--- config.mk ---
export PLATFORM = sky130hd
export DESIGN_NAME = neuron_param
export DESIGN_NICKNAME = d
export VERILOG_FILES = /design/src/rtl/neuron_pkg.sv /design/src/rtl/neuron_sat_act.sv /design/src/rtl/neuron_param.sv
export SDC_FILE = /design/constraint.sdc
export NUM_CORES = 1
export LEC_CHECK = 0
export ABC_AREA = 1
export ABC_CLOCK_PERIOD_IN_PS = 5180
export CAP_MARGIN = 20
export CORE_MARGIN = 1
export CORE_UTILIZATION = 45
export DETAILED_ROUTE_END_ITERATION = 16
export DONT_BUFFER_PORTS = 1
export PLACE_DENSITY = 0.7
export SYNTH_ARGS = -nofsm -noshare
export SYNTH_HDL_FRONTEND = slang
export SYNTH_SLANG_ARGS = --single-unit
--- constraint.sdc ---
create_clock -name clk -period 5.18 [get_ports clk]
set_input_delay 0.518 -clock clk [delete_from_list [all_inputs] [get_ports clk]]
set_output_delay 0.518 -clock clk [all_outputs]
set_load 0.03 [all_outputs]
--- src/rtl/neuron_pkg.sv ---
// neuron_pkg: shared types, activation encodings, default weights and saturation helper.
package neuron_pkg;
  typedef enum logic [1:0] {S_IDLE, S_MAC, S_ACT, S_DONE} state_e;
  localparam int ACT_RELU  = 0;
  localparam int ACT_IDENT = 1;
  localparam int ACT_LEAKY = 2;
  localparam int DEF_W [4] = '{5, -5, 12, 14};
  function automatic int def_weight(input int n, input int i);
    return (n == 4 && i < 4) ? DEF_W[i] : 0;
  endfunction
  // returns {above max, below min} for a dw-bit signed target
  function automatic logic [1:0] sat_range(input longint v, input int dw);
    longint mx;
    mx = (longint'(1) << (dw - 1)) - 1;
    return {v > mx, v < -mx - 1};
  endfunction
endpackage

--- src/rtl/neuron_sat_act.sv ---
// neuron_sat_act: activation followed by saturation from accumulator width to output width.
module neuron_sat_act
  import neuron_pkg::*;
#(
  parameter int DATA_WIDTH = 8,
  parameter int ACC_WIDTH  = 19,
  parameter int ACT_MODE   = 0,
  parameter int LEAK_SHIFT = 3
) (
  input  logic signed [ACC_WIDTH-1:0]  acc_i,
  output logic signed [DATA_WIDTH-1:0] y_o,
  output logic                         sat_o
);
  localparam logic signed [DATA_WIDTH-1:0] MAXV = {1'b0, {(DATA_WIDTH-1){1'b1}}};
  localparam logic signed [DATA_WIDTH-1:0] MINV = {1'b1, {(DATA_WIDTH-1){1'b0}}};
  logic signed [ACC_WIDTH-1:0] leak;
  logic signed [ACC_WIDTH-1:0] act;
  logic [1:0] rng;
  assign leak = acc_i >>> LEAK_SHIFT;
  always_comb begin
    act = acc_i;
    if (acc_i[ACC_WIDTH-1])
      act = (ACT_MODE == ACT_RELU) ? '0 : (ACT_MODE == ACT_LEAKY) ? leak : acc_i;
    rng = sat_range(longint'(act), DATA_WIDTH);
    y_o = rng[1] ? MAXV : rng[0] ? MINV : act[DATA_WIDTH-1:0];
    sat_o = |rng;
  end
endmodule

--- src/rtl/neuron_param.sv ---
// neuron_param: single-multiplier time-shared neuron (MAC over N inputs, bias, activation, saturation).
module neuron_param
  import neuron_pkg::*;
#(
  parameter int DATA_WIDTH = 8,
  parameter int FRAC_BITS  = 4,
  parameter int N_INPUTS   = 4,
  parameter int ACT_MODE   = 0,
  parameter int LEAK_SHIFT = 3,
  parameter int BIAS       = -5,
  localparam int AW = (N_INPUTS > 1) ? $clog2(N_INPUTS) : 1
) (
  input  logic                           clk,
  input  logic                           rst,
  input  logic                           in_valid,
  output logic                           in_ready,
  input  logic [N_INPUTS*DATA_WIDTH-1:0] x_in,
  output logic                           out_valid,
  input  logic                           out_ready,
  output logic signed [DATA_WIDTH-1:0]   y,
  output logic                           sat,
  input  logic                           w_we,
  input  logic [AW-1:0]                  w_addr,
  input  logic signed [DATA_WIDTH-1:0]   w_data
);
  localparam int IW = $clog2(N_INPUTS + 1);
  localparam int ACC_WIDTH = 2*DATA_WIDTH + $clog2(N_INPUTS) + 1;
  localparam logic signed [ACC_WIDTH-1:0] BIAS_ACC = ACC_WIDTH'(BIAS);
  state_e state_q, state_d;
  logic [IW-1:0] idx_q, idx_d;
  logic signed [ACC_WIDTH-1:0] acc_q, acc_d;
  logic signed [2*DATA_WIDTH-1:0] prod_q, prod_d, full;
  logic signed [DATA_WIDTH-1:0] x_q [N_INPUTS];
  logic signed [DATA_WIDTH-1:0] w_q [N_INPUTS];
  logic signed [DATA_WIDTH-1:0] y_q, y_act;
  logic sat_q, sat_act, accept, last;
  logic [AW-1:0] idx_m;
  assign in_ready = state_q == S_IDLE;
  assign out_valid = state_q == S_DONE;
  assign y = y_q;
  assign sat = sat_q;
  assign accept = in_ready && in_valid;
  assign last = 32'(idx_q) == N_INPUTS;
  assign idx_m = AW'(idx_q);
  assign full = x_q[idx_m] * w_q[idx_m];
  // The product is registered, so the accumulator trails the index by one cycle
  // and MAC runs N_INPUTS+1 cycles to drain the last product.
  always_comb begin
    state_d = state_q;
    idx_d = idx_q;
    acc_d = acc_q;
    prod_d = prod_q;
    unique case (state_q)
      S_IDLE: if (in_valid) begin
        state_d = S_MAC;
        idx_d = '0;
        acc_d = BIAS_ACC;
      end
      S_MAC: begin
        prod_d = full >>> FRAC_BITS;
        acc_d = (idx_q != '0) ? acc_q + ACC_WIDTH'(prod_q) : acc_q;
        idx_d = last ? '0 : idx_q + 1'b1;
        state_d = last ? S_ACT : S_MAC;
      end
      S_ACT: state_d = S_DONE;
      S_DONE: state_d = out_ready ? S_IDLE : S_DONE;
      default: state_d = S_IDLE;
    endcase
  end
  always_ff @(posedge clk or negedge rst) begin
    if (!rst) begin
      state_q <= S_IDLE;
      idx_q <= '0;
      acc_q <= '0;
      prod_q <= '0;
      y_q <= '0;
      sat_q <= 1'b0;
    end else begin
      state_q <= state_d;
      idx_q <= idx_d;
      acc_q <= acc_d;
      prod_q <= prod_d;
      if (state_q == S_ACT) begin
        y_q <= y_act;
        sat_q <= sat_act;
      end
    end
  end
  always_ff @(posedge clk or negedge rst) begin
    if (!rst) begin
      for (int i = 0; i < N_INPUTS; i++) begin
        x_q[i] <= '0;
        w_q[i] <= DATA_WIDTH'(def_weight(N_INPUTS, i));
      end
    end else begin
      if (accept)
        for (int i = 0; i < N_INPUTS; i++) x_q[i] <= x_in[i*DATA_WIDTH +: DATA_WIDTH];
      if (state_q == S_IDLE && w_we && 32'(w_addr) < N_INPUTS)
        w_q[w_addr] <= w_data;
    end
  end
  neuron_sat_act #(
    .DATA_WIDTH(DATA_WIDTH),
    .ACC_WIDTH(ACC_WIDTH),
    .ACT_MODE(ACT_MODE),
    .LEAK_SHIFT(LEAK_SHIFT)
  ) u_sat_act (
    .acc_i(acc_q),
    .y_o(y_act),
    .sat_o(sat_act)
  );
endmodule

# Yosys cells after proc, flatten, opt, wreduce, memory -nomap -nowiden
# Index checks and enable logic that the tools add are counted.
[totals]
ff_bits = 109
input_bits = 47
out_inout_bits = 11
[op_classes]
n_addsub = 2
n_mul = 1
n_lt_le_gt_ge = 5
eq_ne = 6
n_mux = 22
n_bitwise = 2
reduce_logical = 9
[ops]
columns = ["operator", "n"]
rows = [
  ["two-way mux 8 bit", 7],
  ["two-way mux 19 bit", 2],
  ["one-hot mux 19 bit (2 select lines)", 1],
  ["binary-select mux 8 bit (select 2 bit)", 2],
  ["bitwise mux 32 bit", 1],
  ["adder 19 x 12 -> 19 bit", 1],
  ["> comparator 19 x 8 -> 1 bit, second input constant", 1],
  ["< comparator 19 x 8 -> 1 bit, second input constant", 1],
  ["two-way mux 18 bit", 1],
  ["demux 8 bit (select 2 bit)", 1],
  ["multiplier 8 x 8 -> 16 bit", 1],
  ["one-hot mux 2 bit (4 select lines)", 1],
  ["greater-or-equal comparator 3 bit, second input constant", 2],
  ["two-way mux 2 bit", 3],
  ["two-way mux 3 bit", 2],
  ["NOT 2 -> 3 bit", 2],
  ["one-hot mux 3 bit (2 select lines)", 1],
  ["equality test 2 bit, second input constant", 2],
  ["inequality test 2 bit, second input constant", 2],
  ["adder 3 x 1 -> 3 bit, second input constant", 1],
  ["equality test 3 bit, second input constant", 1],
  ["logical AND 1 bit", 3],
  ["< comparator 3 x 1 -> 1 bit, second input constant", 1],
  ["AND reduction 3 bit", 1],
  ["other kinds (6)", 6],
]

# Longest topological paths before layout
# Gate-level depths: netlist of run 1.
[logic_depth]
ltp_word = 6
ltp_mapped = 24
ltp_nobuf = 22

# Hierarchy
# Synthesis of run 1 repeated with hierarchy kept, for this count alone.
[unflattened]
cells_unflattened = 1136
hier_area_um2 = 8541.9
[modules_own_cells]
columns = ["mod", "instances", "cells_each", "area_each_um2", "seq_area_each_um2"]
rows = [
  ["neuron_param", 1, 1105, 8314.2, 2745.1],
  ["neuron_sat_act", 1, 31, 227.7, 0.0],
]

# Worst setup path after synthesis of run 1
# Ideal clock, no wire load.
[synth_timing]
kind = "reg-to-reg"
start = "reg idx_q[0]"
end = "reg prod_q[11] (netlist name)"
arrival_time_ns = 4.566
path_slack_ns = 0.496
stages_incl_launch_ff = 22
n_path_buf = 2
period_less_slack_ns = 4.684
path_cell_list = "dfrtp_1 > buf_2 > inv_2 > buf_2 > nand2_1 > a32oi_1 > inv_1 > nor2_1 > fa_1 > inv_1 > fa_1 > fa_1 > fa_1 > inv_1 > ha_1 > inv_1 > o21ai_0 > a21oi_1 > nand3_1 > nand3_1 > nand3_1 > nand2_1"
[synth_via]
elab_chain_cells = 5
elab_cells_between_ends = 8
cone_classes = "1 x mul; 6 x mux; 1 x bitwise"
[synth_rtl]
columns = ["element", "line", "text"]
rows = [
  ["start: declaration", "neuron_param.sv:30", "logic [IW-1:0] idx_q, idx_d;"],
  ["start signal: assignment", "neuron_param.sv:80", "idx_q <= idx_d;"],
  ["NOT 2 -> 3 bit (not written as such) *", "neuron_param.sv:45", "assign full = x_q[idx_m] * w_q[idx_m];"],
  ["binary-select mux 8 bit (select 2 bit)", "neuron_param.sv:45", ""],
  ["two-way mux 8 bit (not written as such) (2 in a row)", "neuron_param.sv:45", ""],
  ["multiplier 8 x 8 -> 16 bit *", "neuron_param.sv:45", ""],
]
# Every way passes the cells marked *; elsewhere a longest branch is shown, timed or not. The select of a mux whose other input is x is not followed.
# A chain may end at the register's enable or synchronous reset.

# Final worst setup path of run 1
[layout_timing]
start = "reg idx_q[0]"
end = "reg prod_q[11] (netlist name)"
[layout_via]
elab_chain_cells = 5
elab_cells_between_ends = 8
cone_classes = "1 x mul; 6 x mux; 1 x bitwise"
[layout_rtl]
columns = ["element", "line"]
rows = [
  ["NOT 2 -> 3 bit (not written as such) *", "neuron_param.sv:45"],
  ["binary-select mux 8 bit (select 2 bit)", "neuron_param.sv:45"],
  ["two-way mux 8 bit (not written as such) (2 in a row)", "neuron_param.sv:45"],
  ["multiplier 8 x 8 -> 16 bit *", "neuron_param.sv:45"],
]
# Marked as above.

==> results of run 1 <==
[worst reg2reg max path, delay by kind of cell, from the launching register on]
kind,cells,cell delay [ns]
and+or+nand+nor,6,0.67
buffers and inverters,6,0.75
AOI/OAI and AO/OA,3,0.62
adders and majority gates,5,2.27
DFF,1,0.45
[per-layer routing]
metal / GRT usage / up-vias
li1: - / 3472
met1: 0.267 / 3262
met2: 0.352 / 159
met3: 0.0281 / 32
met4: 0.0869 / 0
met5: 0 / -
[metrics by stage]
step / util / area, µm² / worst slack (ns) / instances
6_report: 0.502 / 9070 / 0.316 / 1355
5_1_grt: 0.502 / 9070 / 0.0107 / 1355
4_1_cts: 0.496 / 8970 / 0.111 / 1355
3_5_place_dp: 0.477 / 8630 / 0.128 / 1337
3_3_place_gp: 0.477 / 8630 / 0.244 / 1337
2_1_floorplan: - / 8360 / 0.496 / 1118
[cell usage in the layout, fill, tap and decap left out, types with 11 or more instances in the layout]
| master | Yosys | routed |
|---|---|---|
| a21oi_1 | 41 | 41 |
| buf_4 | 1 | 11 |
| dfrtp_1 | 95 | 95 |
| dfstp_2 | 14 | 14 |
| fa_1 | 55 | 54 |
| ha_1 | 48 | 47 |
| inv_1 | 198 | 197 |
| nand2_1 | 351 | 350 |
| nand3_1 | 48 | 48 |
| nor2_1 | 105 | 101 |
| o21ai_0 | 68 | 67 |
[synthesized netlist by cell type (all sizes together)]
library cell    n  area [µm²]
xnor2           9        78.8
inv           203         764
a21o            3        22.5
nor3            3        15.0
a32o            2        20.0
nand2         352        1320
o21ai          68         340
a31oi           6        37.5
xor2            4        35.0
o21bai          4        30.0
a21oi          42         221
dfrtp          95        2380
ha             48         601
nand3b          1        7.51
a22oi           1        7.51
nor3b           1        7.51
dfstp          14         368
o22ai           7        43.8
fa             55        1100
buf            18         119
or2             2        12.5
nor2          107         417
nand3          48         240
clkbuf          6        22.5
o211ai          1        7.51
nand4           6        37.5
a32oi          12         105
[sequential cells by signal (all words and copies together), names as in the netlist]
signal	flops
w_q	32
state_q	2
y	8
x_q	32
acc_q	19
idx_q	3
prod_q	12
sat	1
[repair_timing]
action / CTS / global route
setup buffers: 0 / 0
hold buffers: 2 / 0
endpoints found under the hold margin: 95 / 0
setup endpoints to repair: 0 / 7
resized for setup: 0 / 22
[logic make-up (layout without fill, tap and decap cells)]
kind of cell             after synthesis  after routing  synth area share
AND/OR/NAND/NOR                      520            520             0.246
AO/OA/AOI/OAI                        146            146            0.0999
adder cells (fa/ha/maj)              103            103             0.203
XOR/XNOR                              13             13            0.0136
buffers and inverters                227            235             0.108
flip-flops                           109            109             0.328
[final timing paths]
path                                    to  slack, ns
worst max-delay path            prod_q[11]       0.32
worst min-delay path             acc_q[15]       0.05
worst max register to register  prod_q[11]       0.32
worst min register to register      x_q[5]       0.48
max in group asynchronous           w_q[1]       4.05
min in group clk                   x_q[23]       0.26
[cell type report]
class | instances | area share
tap | 229 | 0.0316
clock buffer | 9 | 0.0248
multi-input combinational | 782 | 0.529
sequential | 109 | 0.303
timing repair buffer | 16 | 0.0179
clock inverter | 7 | 0.00952
inverter | 203 | 0.0845
==> results_dict.tcl, run 1 <==
set metrics [dict create \
    status "finished with violations" \
    violations "design-rule violations" \
    cts_tree "done" \
    wl_met3_um 684 \
    ys_ff_latch 109 \
    cp_top_family "adder cells" \
    finalMaxSlewViolations 0 \
    cts_buffer_depth 2 \
    grt_pass1_wl_um 32400 \
    r2r_start "idx_q[0]" \
    slew_headroom 0.448 \
    crit_type "register to register" \
    port_buffers 0 \
    die_h_um 138 \
    fmax_ghz 0.206 \
    setup-tns-final_ns 0 \
    avgSynthCellArea_um2 7.48 \
    cts-buffers-inserted 9 \
    vias_per_cell 5.11 \
    tightest_slew_ns 0.825 \
    postRouteAntennaNets 0 \
    drt-pass1-iter-count 11 \
    hold-worst-slack_ns 0.0518 \
    crit_chain "inv_4 -> buf_4 -> nand2_1 -> a32oi_2 -> inv_1 -> nor2_2 -> fa_1 -> inv_1 -> fa_1 -> fa_1 -> fa_1 -> inv_1 -> ha_1 -> inv_1 -> o21ai_0 -> a21oi_1 -> nand3_1 -> nand3_1 -> nand3_1 -> nand2_1" \
    drive_above_1_share 0.0639 \
    layout.nets 1271 \
    wl_met1_um 8380 \
    hp-class "primary input to async pin" \
    setup_viol 0 \
    n_antenna_cell 0 \
    skew_ns 0.0169 \
    cts-root-buf "clkbuf_16" \
    cpPeakStageDelay_ns 0.55 \
    start_kind "register" \
    drcViolationCount 2 \
    vias 6925 \
    syn_area_um2 8360 \
    hold_viol_final 0 \
    yosys.cell_types.count 36 \
    drt-initial-drc-count 418 \
    coreArea_um2 18100 \
    grt_max_degree 96 \
    syn_to_final_growth_pct 8.48 \
    cp-end-kind "register" \
    nFillCells 1746 \
    die-width_um 138 \
    drv_cap 0 \
    io_pins 58 \
    clkTransAtPathRegs_ns 0.08 \
    rsz0062_at_grt "false" \
    clk_latency_ns 0.37 \
    worst-path-stages 20 \
    grt_usage 0.207 \
    routed.top_layer "met4" \
    place.detailed.hpwl_um 14300 \
    wl_um 18500 \
    routedWlPerCell_um 13.7 \
    arrival_ns 5.12 \
    die_area_um2 19100 \
    synthCells 1118 \
    finalCriticalPeriod_ns 4.86 \
    yosysSeqAreaShare 0.328 \
    period_share 0.939 \
    ff2ff_path_depth 20 \
    critPathBufInv 6 \
    dr_wl_met2_um 9010 \
    critPathLaunch "idx_q[0]" \
    synth-warning-count 0 \
    grt_pass1_vias 6783 \
    worstPathRequired_ns 5.43 \
    cts_htree_levels 3 \
    crit_slowest_cell "fa_1" \
    synthesis.nets 1268 \
    antenna_found_initial 0 \
    start_util 0.462 \
    row_count 49 \
    crit_fanout 12 \
    gr-total-overflow 0 \
    multi_input_area_um2 4800 \
    regArea_um2 2750 \
    place.gp.congestion 0.937 \
    cts_sinks 109 \
]
Power of run 1 is left out: the tool's default activity adds up to more than one toggle a clock period on the data nets, which glitch-free logic cannot reach.
==> run 2: changes to the inputs <==
- CORE_UTILIZATION: 45 -> 60
- PLACE_DENSITY: 0.7 -> 0.86
==> run 2 against run 1 <==
Cell count is 3.9% lower. Critical path type unchanged. Non-clock buffer count fell by 1. Critical path depth is 3 lower. Setup slack worse by 0.047 ns. Utilization is 17 points higher. Highest routed layer unchanged. Via count rose by 2.7%. Count of clock-buffer cells in the layout increased by 1. The run now ends clean. Clock skew down 0.0028 ns. Sequential cell count unchanged. Maximum frequency is 0.97% lower.
==> results_dict.tcl, run 2 (synthesis gave the netlist of run 1 again) <==
set metrics [dict create \
    arrival_ns 5.14 \
    reg2reg_slack_ns 0.27 \
    worstPathRequired_ns 5.41 \
    wl_um 18800 \
    drive_above_1_share 0.0657 \
    cts_htree_levels 3 \
    cts-root-buf "clkbuf_16" \
    placed_cells 1282 \
    place.detailed.hpwl_um 14200 \
    drcViolationCount 0 \
    finalCriticalPeriod_ns 4.91 \
    final_common_cell "nand2_1" \
    fin_cells 1302 \
    crit_type "register to register" \
    port_buffers 0 \
    hold_viol_final 0 \
    grt_usage 0.281 \
    cts_sinks 109 \
    clk_latency_ns 0.36 \
    fmax_ghz 0.204 \
    hold-worst-slack_ns 0.0641 \
    coreArea_um2 13400 \
    period_share 0.948 \
    gr-total-overflow 0 \
    hp-class "primary input to async pin" \
    io_pins 58 \
    worstReg2RegEnd "prod_q[5]" \
    nFillCells 1081 \
    skew_ns 0.0140 \
    layout_common_cells "nand2_1 (350), inv_1 (194), nor2_1 (100)" \
    slew_headroom 0.494 \
    drt-initial-drc-count 537 \
    cts-buffers-inserted 9 \
    start_util 0.624 \
    n_antenna_cell 0 \
    layout.nets 1271 \
    reg_top3 "w_q: 32 flops, x_q: 32 flops, acc_q: 19 flops" \
    postRouteAntennaNets 0 \
    cts_buffer_depth 2 \
    die_area_um2 14400 \
    fin_ws_ns 0.268 \
    clkTransAtPathRegs_ns 0.08 \
    drt-pass1-iter-count 5 \
    die-width_um 120 \
    critPathCapture "prod_q[5]" \
    routedWlPerCell_um 14.4 \
    grt_pass1_vias 6989 \
    ff2ff_path_depth 17 \
    antenna_found_initial 0 \
    grt_pass1_wl_um 32300 \
    finalMaxSlewViolations 0 \
    r2r_start "idx_q[1]" \
    status "finished, final reports clean" \
    row_count 42 \
    tightest_slew_ns 0.757 \
    vias 7113 \
    grt_max_degree 96 \
    setup_viol 0 \
    post-place-ws_ns 0.0730 \
    place.gp.congestion 0.931 \
    cp-end-kind "register" \
    drv_cap 0 \
    start_kind "register" \
    crit_fanout 6 \
    syn_to_final_growth_pct 7.72 \
    vias_per_cell 5.46 \
    cts_tree "done" \
    die_h_um 120 \
    critPathLaunch "idx_q[1]" \
]
==> run 2: changes by cell type in the layout (fill, tap and decap cells not counted), sizes merged <==
cell	before	now
clkinvlp	0	2
clkinv	4	1
buf	15	14
clkbuf	9	10
bufinv	0	1
==> run 2: final cells by class <==
| type | instances | area, µm² | area share |
|---|---|---|---|
| Inverter | 203 | 771 | 0.0856 |
| Timing Repair inverter | 1 | 5.00 | 0.000556 |
| Multi-Input combinational cell | 782 | 4800 | 0.533 |
| Tap cell | 176 | 220 | 0.0244 |
| Clock buffer | 10 | 229 | 0.0254 |
| Timing Repair Buffer | 15 | 160 | 0.0178 |
| Clock inverter | 6 | 76.3 | 0.00847 |
| Sequential cell | 109 | 2750 | 0.305 |
==> run 2: what timing repair did <==
action / 4_1_cts / 5_1_grt
hold endpoints to repair: 95 / 0
gates resized for setup: 0 / 26
setup endpoints to repair: 0 / 9
hold buffers: 2 / 0
buffers inserted: 0 / 1
==> run 2: worst min path at each step <==
stage | startpoint | to | slack (ns) | cells past startpoint
5_1_grt | rst | acc_q[18] | 0.11 | 1
3_3_place_gp | rst | acc_q[14] | 0.22 | 0
3_5_place_dp | rst | acc_q[14] | 0.22 | 0
4_1_cts | rst | y[2] | 0.1 | 1
2_1_floorplan | rst | acc_q[0] | 0.22 | 0
6_report | rst | sat | 0.06 | 1
==> run 2: critical path, stage by stage (launching register included) <==
cell and delay, ns:
dfrtp_2 0.45, clkinvlp_4 0.19, buf_4 0.20, a32oi_2 0.33, inv_1 0.18, nor2_1 0.19
fa_1 0.45, fa_1 0.55, fa_1 0.55, inv_1 0.05, fa_1 0.53, inv_1 0.04
ha_1 0.35, a21oi_1 0.22, o21ai_1 0.11, a21oi_1 0.15, xor2_1 0.15, o21ai_0 0.08
==> run 2: routing by layer <==
| metal | track usage | share of wire | routed length (µm) |
|---|---|---|---|
| met1 | 0.356 | 0.42 | 7930 |
| met2 | 0.480 | 0.50 | 9320 |
| met3 | 0.0394 | 0.047 | 875 |
| met4 | 0.119 | 0.036 | 685 |
| met5 | 0 | 0 | 0 |
==> run 2: per-stage QoR <==
| stage | instance area (µm²) | setup TNS (ns) | utilization |
|---|---|---|---|
| after floorplan | 8360 | 0 | - |
| after detailed placement | 8560 | 0 | 0.639 |
| after global placement | 8560 | 0 | 0.639 |
| after global routing | 9010 | -0.0164 | 0.672 |
| final | 9010 | 0 | 0.672 |
| after CTS | 8900 | 0 | 0.664 |
Power of run 2 is left out for the same reason.
==> run 3: changes to the inputs <==
- ABC_CLOCK_PERIOD_IN_PS: 5180 -> 6300
- TNS_END_PERCENT: not set -> 100
- clock period: 5.18 -> 6.3 ns (I/O delays scaled with it)
==> run 3 against run 2 <==
Utilization is 1.5 points lower. Sequential cell count did not move. First-iteration DRC count down 8.8%. Count of clock-buffer cells in the layout down 1. Setup slack improved by 0.36 ns. Maximum frequency down 13%. Cell area down 2.3%. Sequential share of layout area up 0.71 points. Hold slack better by 0.038 ns. Critical path type unchanged. Highest routed layer unchanged.
==> results_dict.tcl, run 3 (synthesis gave the netlist of run 1 again) <==
set metrics [dict create \
    status "finished, final reports clean" \
    clkTransAtPathRegs_ns 0.08 \
    n_antenna_cell 0 \
    cts_buffer_depth 2 \
    wl_um 18600 \
    antenna_found_initial 0 \
    reg_top3 "w_q: 32 flops, x_q: 32 flops, acc_q: 19 flops" \
    routedWlPerCell_um 14.5 \
    hold_viol_final 0 \
    cts-buffers-inserted 9 \
    die_h_um 120 \
    drv_cap 0 \
    cts_hold_buf 1 \
    skew_ns 0.00986 \
    gr-total-overflow 0 \
    vias 7107 \
    finalMaxSlewViolations 0 \
    layout_common_cells "nand2_1 (351), inv_1 (198), nor2_1 (105)" \
    die_area_um2 14400 \
    worstReg2RegEnd "prod_q[11]" \
    cpPeakStageDelay_ns 0.66 \
    port_buffers 0 \
    clk_latency_ns 0.37 \
    crit_chain "inv_1 -> a21oi_1 -> a32oi_1 -> inv_1 -> nor2_1 -> fa_1 -> fa_1 -> fa_1 -> inv_1 -> fa_1 -> inv_1 -> ha_1 -> nand2_1 -> o21ai_0 -> nand2_1 -> nand3_1 -> nand3_1 -> nand3_1 -> nand2_1" \
    rsz0062_at_grt "false" \
    place.detailed.hpwl_um 14100 \
    postRouteAntennaNets 0 \
    grt_pass1_vias 7006 \
    drt-pass1-iter-count 6 \
    cts_tree "done" \
    drt-initial-drc-count 490 \
    layout.nets 1258 \
    post-place-ws_ns 0.669 \
    period_share 0.901 \
    fin_ws_ns 0.625 \
    setup-tns-final_ns 0 \
    reg2reg_slack_ns 0.62 \
    ff2ff_path_depth 19 \
    hp-class "primary input to async pin" \
    slew_headroom 0.410 \
    cts_setup_buffers 0 \
    worst-path-stages 19 \
    cp_top_family "adder cells" \
    critPathCapture "prod_q[11]" \
    arrival_ns 5.93 \
    final_common_cell "nand2_1" \
    cts_sinks 109 \
    multi_input_area_um2 4710 \
    coreArea_um2 13400 \
    drcViolationCount 0 \
    die-width_um 120 \
    tightest_slew_ns 0.883 \
    cts-root-buf "clkbuf_16" \
    critPathBufInv 4 \
    syn_to_final_growth_pct 5.24 \
    nFillCells 1121 \
    vias_per_cell 5.51 \
    crit_type "register to register" \
    fmax_ghz 0.176 \
    r2r_start "idx_q[1]" \
    regArea_um2 2750 \
    setup_viol 0 \
    start_kind "register" \
    start_util 0.624 \
    cp-end-kind "register" \
    worstPathRequired_ns 6.56 \
    cts_htree_levels 3 \
    place.gp.congestion 0.938 \
    row_count 42 \
    grt_max_degree 96 \
    critPathLaunch "idx_q[1]" \
    post_cts_resized 0 \
    drive_above_1_share 0.0386 \
    crit_fanout 31 \
    finalCriticalPeriod_ns 5.68 \
    io_pins 58 \
    grt_usage 0.278 \
    grt_pass1_wl_um 31900 \
    crit_slowest_cell "inv_1" \
]
[run 3: per-stage QoR]
| step | instance area [µm²] | util | cells | hold slack, ns |
|---|---|---|---|---|
| 3_3_place_gp | 8460 | 0.631 | 1272 | 0.337 |
| 3_5_place_dp | 8460 | 0.631 | 1272 | 0.336 |
| 4_1_cts | 8800 | 0.657 | 1289 | 0.0952 |
| 5_1_grt | 8800 | 0.657 | 1289 | 0.0886 |
| 6_report | 8800 | 0.657 | 1289 | 0.102 |
| 2_1_floorplan | 8360 | - | 1118 | 0.334 |
[run 3: layout make-up]
class                      instances  area share
clock buffer                       9      0.0256
clock inverter                     7      0.0104
multi-input combinational        782       0.535
inverter                         203      0.0869
timing repair buffer               3     0.00483
tap                              176      0.0250
sequential                       109       0.312
[run 3: worst reg2reg max path, delay by kind of cell (launching register included)]
family,cells,cell delay (ns)
and+or+nand+nor,7,0.77
AOI/OAI and AO/OA,3,0.93
buffers and inverters,4,1.03
DFF,1,0.43
adders and majority gates,5,2.43
[run 3: worst min-delay path by stage]
stage | start | to | slack, ns | cells after the start
2_1_floorplan | rst | acc_q[0] | 0.33 | 0
3_3_place_gp | rst | acc_q[14] | 0.34 | 0
3_5_place_dp | rst | acc_q[14] | 0.34 | 0
4_1_cts | rst | w_q[19] | 0.1 | 0
5_1_grt | rst | w_q[26] | 0.09 | 0
6_report | rst | w_q[21] | 0.10 | 0
[run 3: metal layers]
metal | GRT usage | vias to the layer above | wire length, µm
li1 | - | 3444 | -
met1 | 0.349 | 3384 | 8030
met2 | 0.483 | 246 | 9310
met3 | 0.0409 | 33 | 860
met4 | 0.107 | 0 | 438
met5 | 0 | - | 0
Power of run 3 is left out for the same reason.
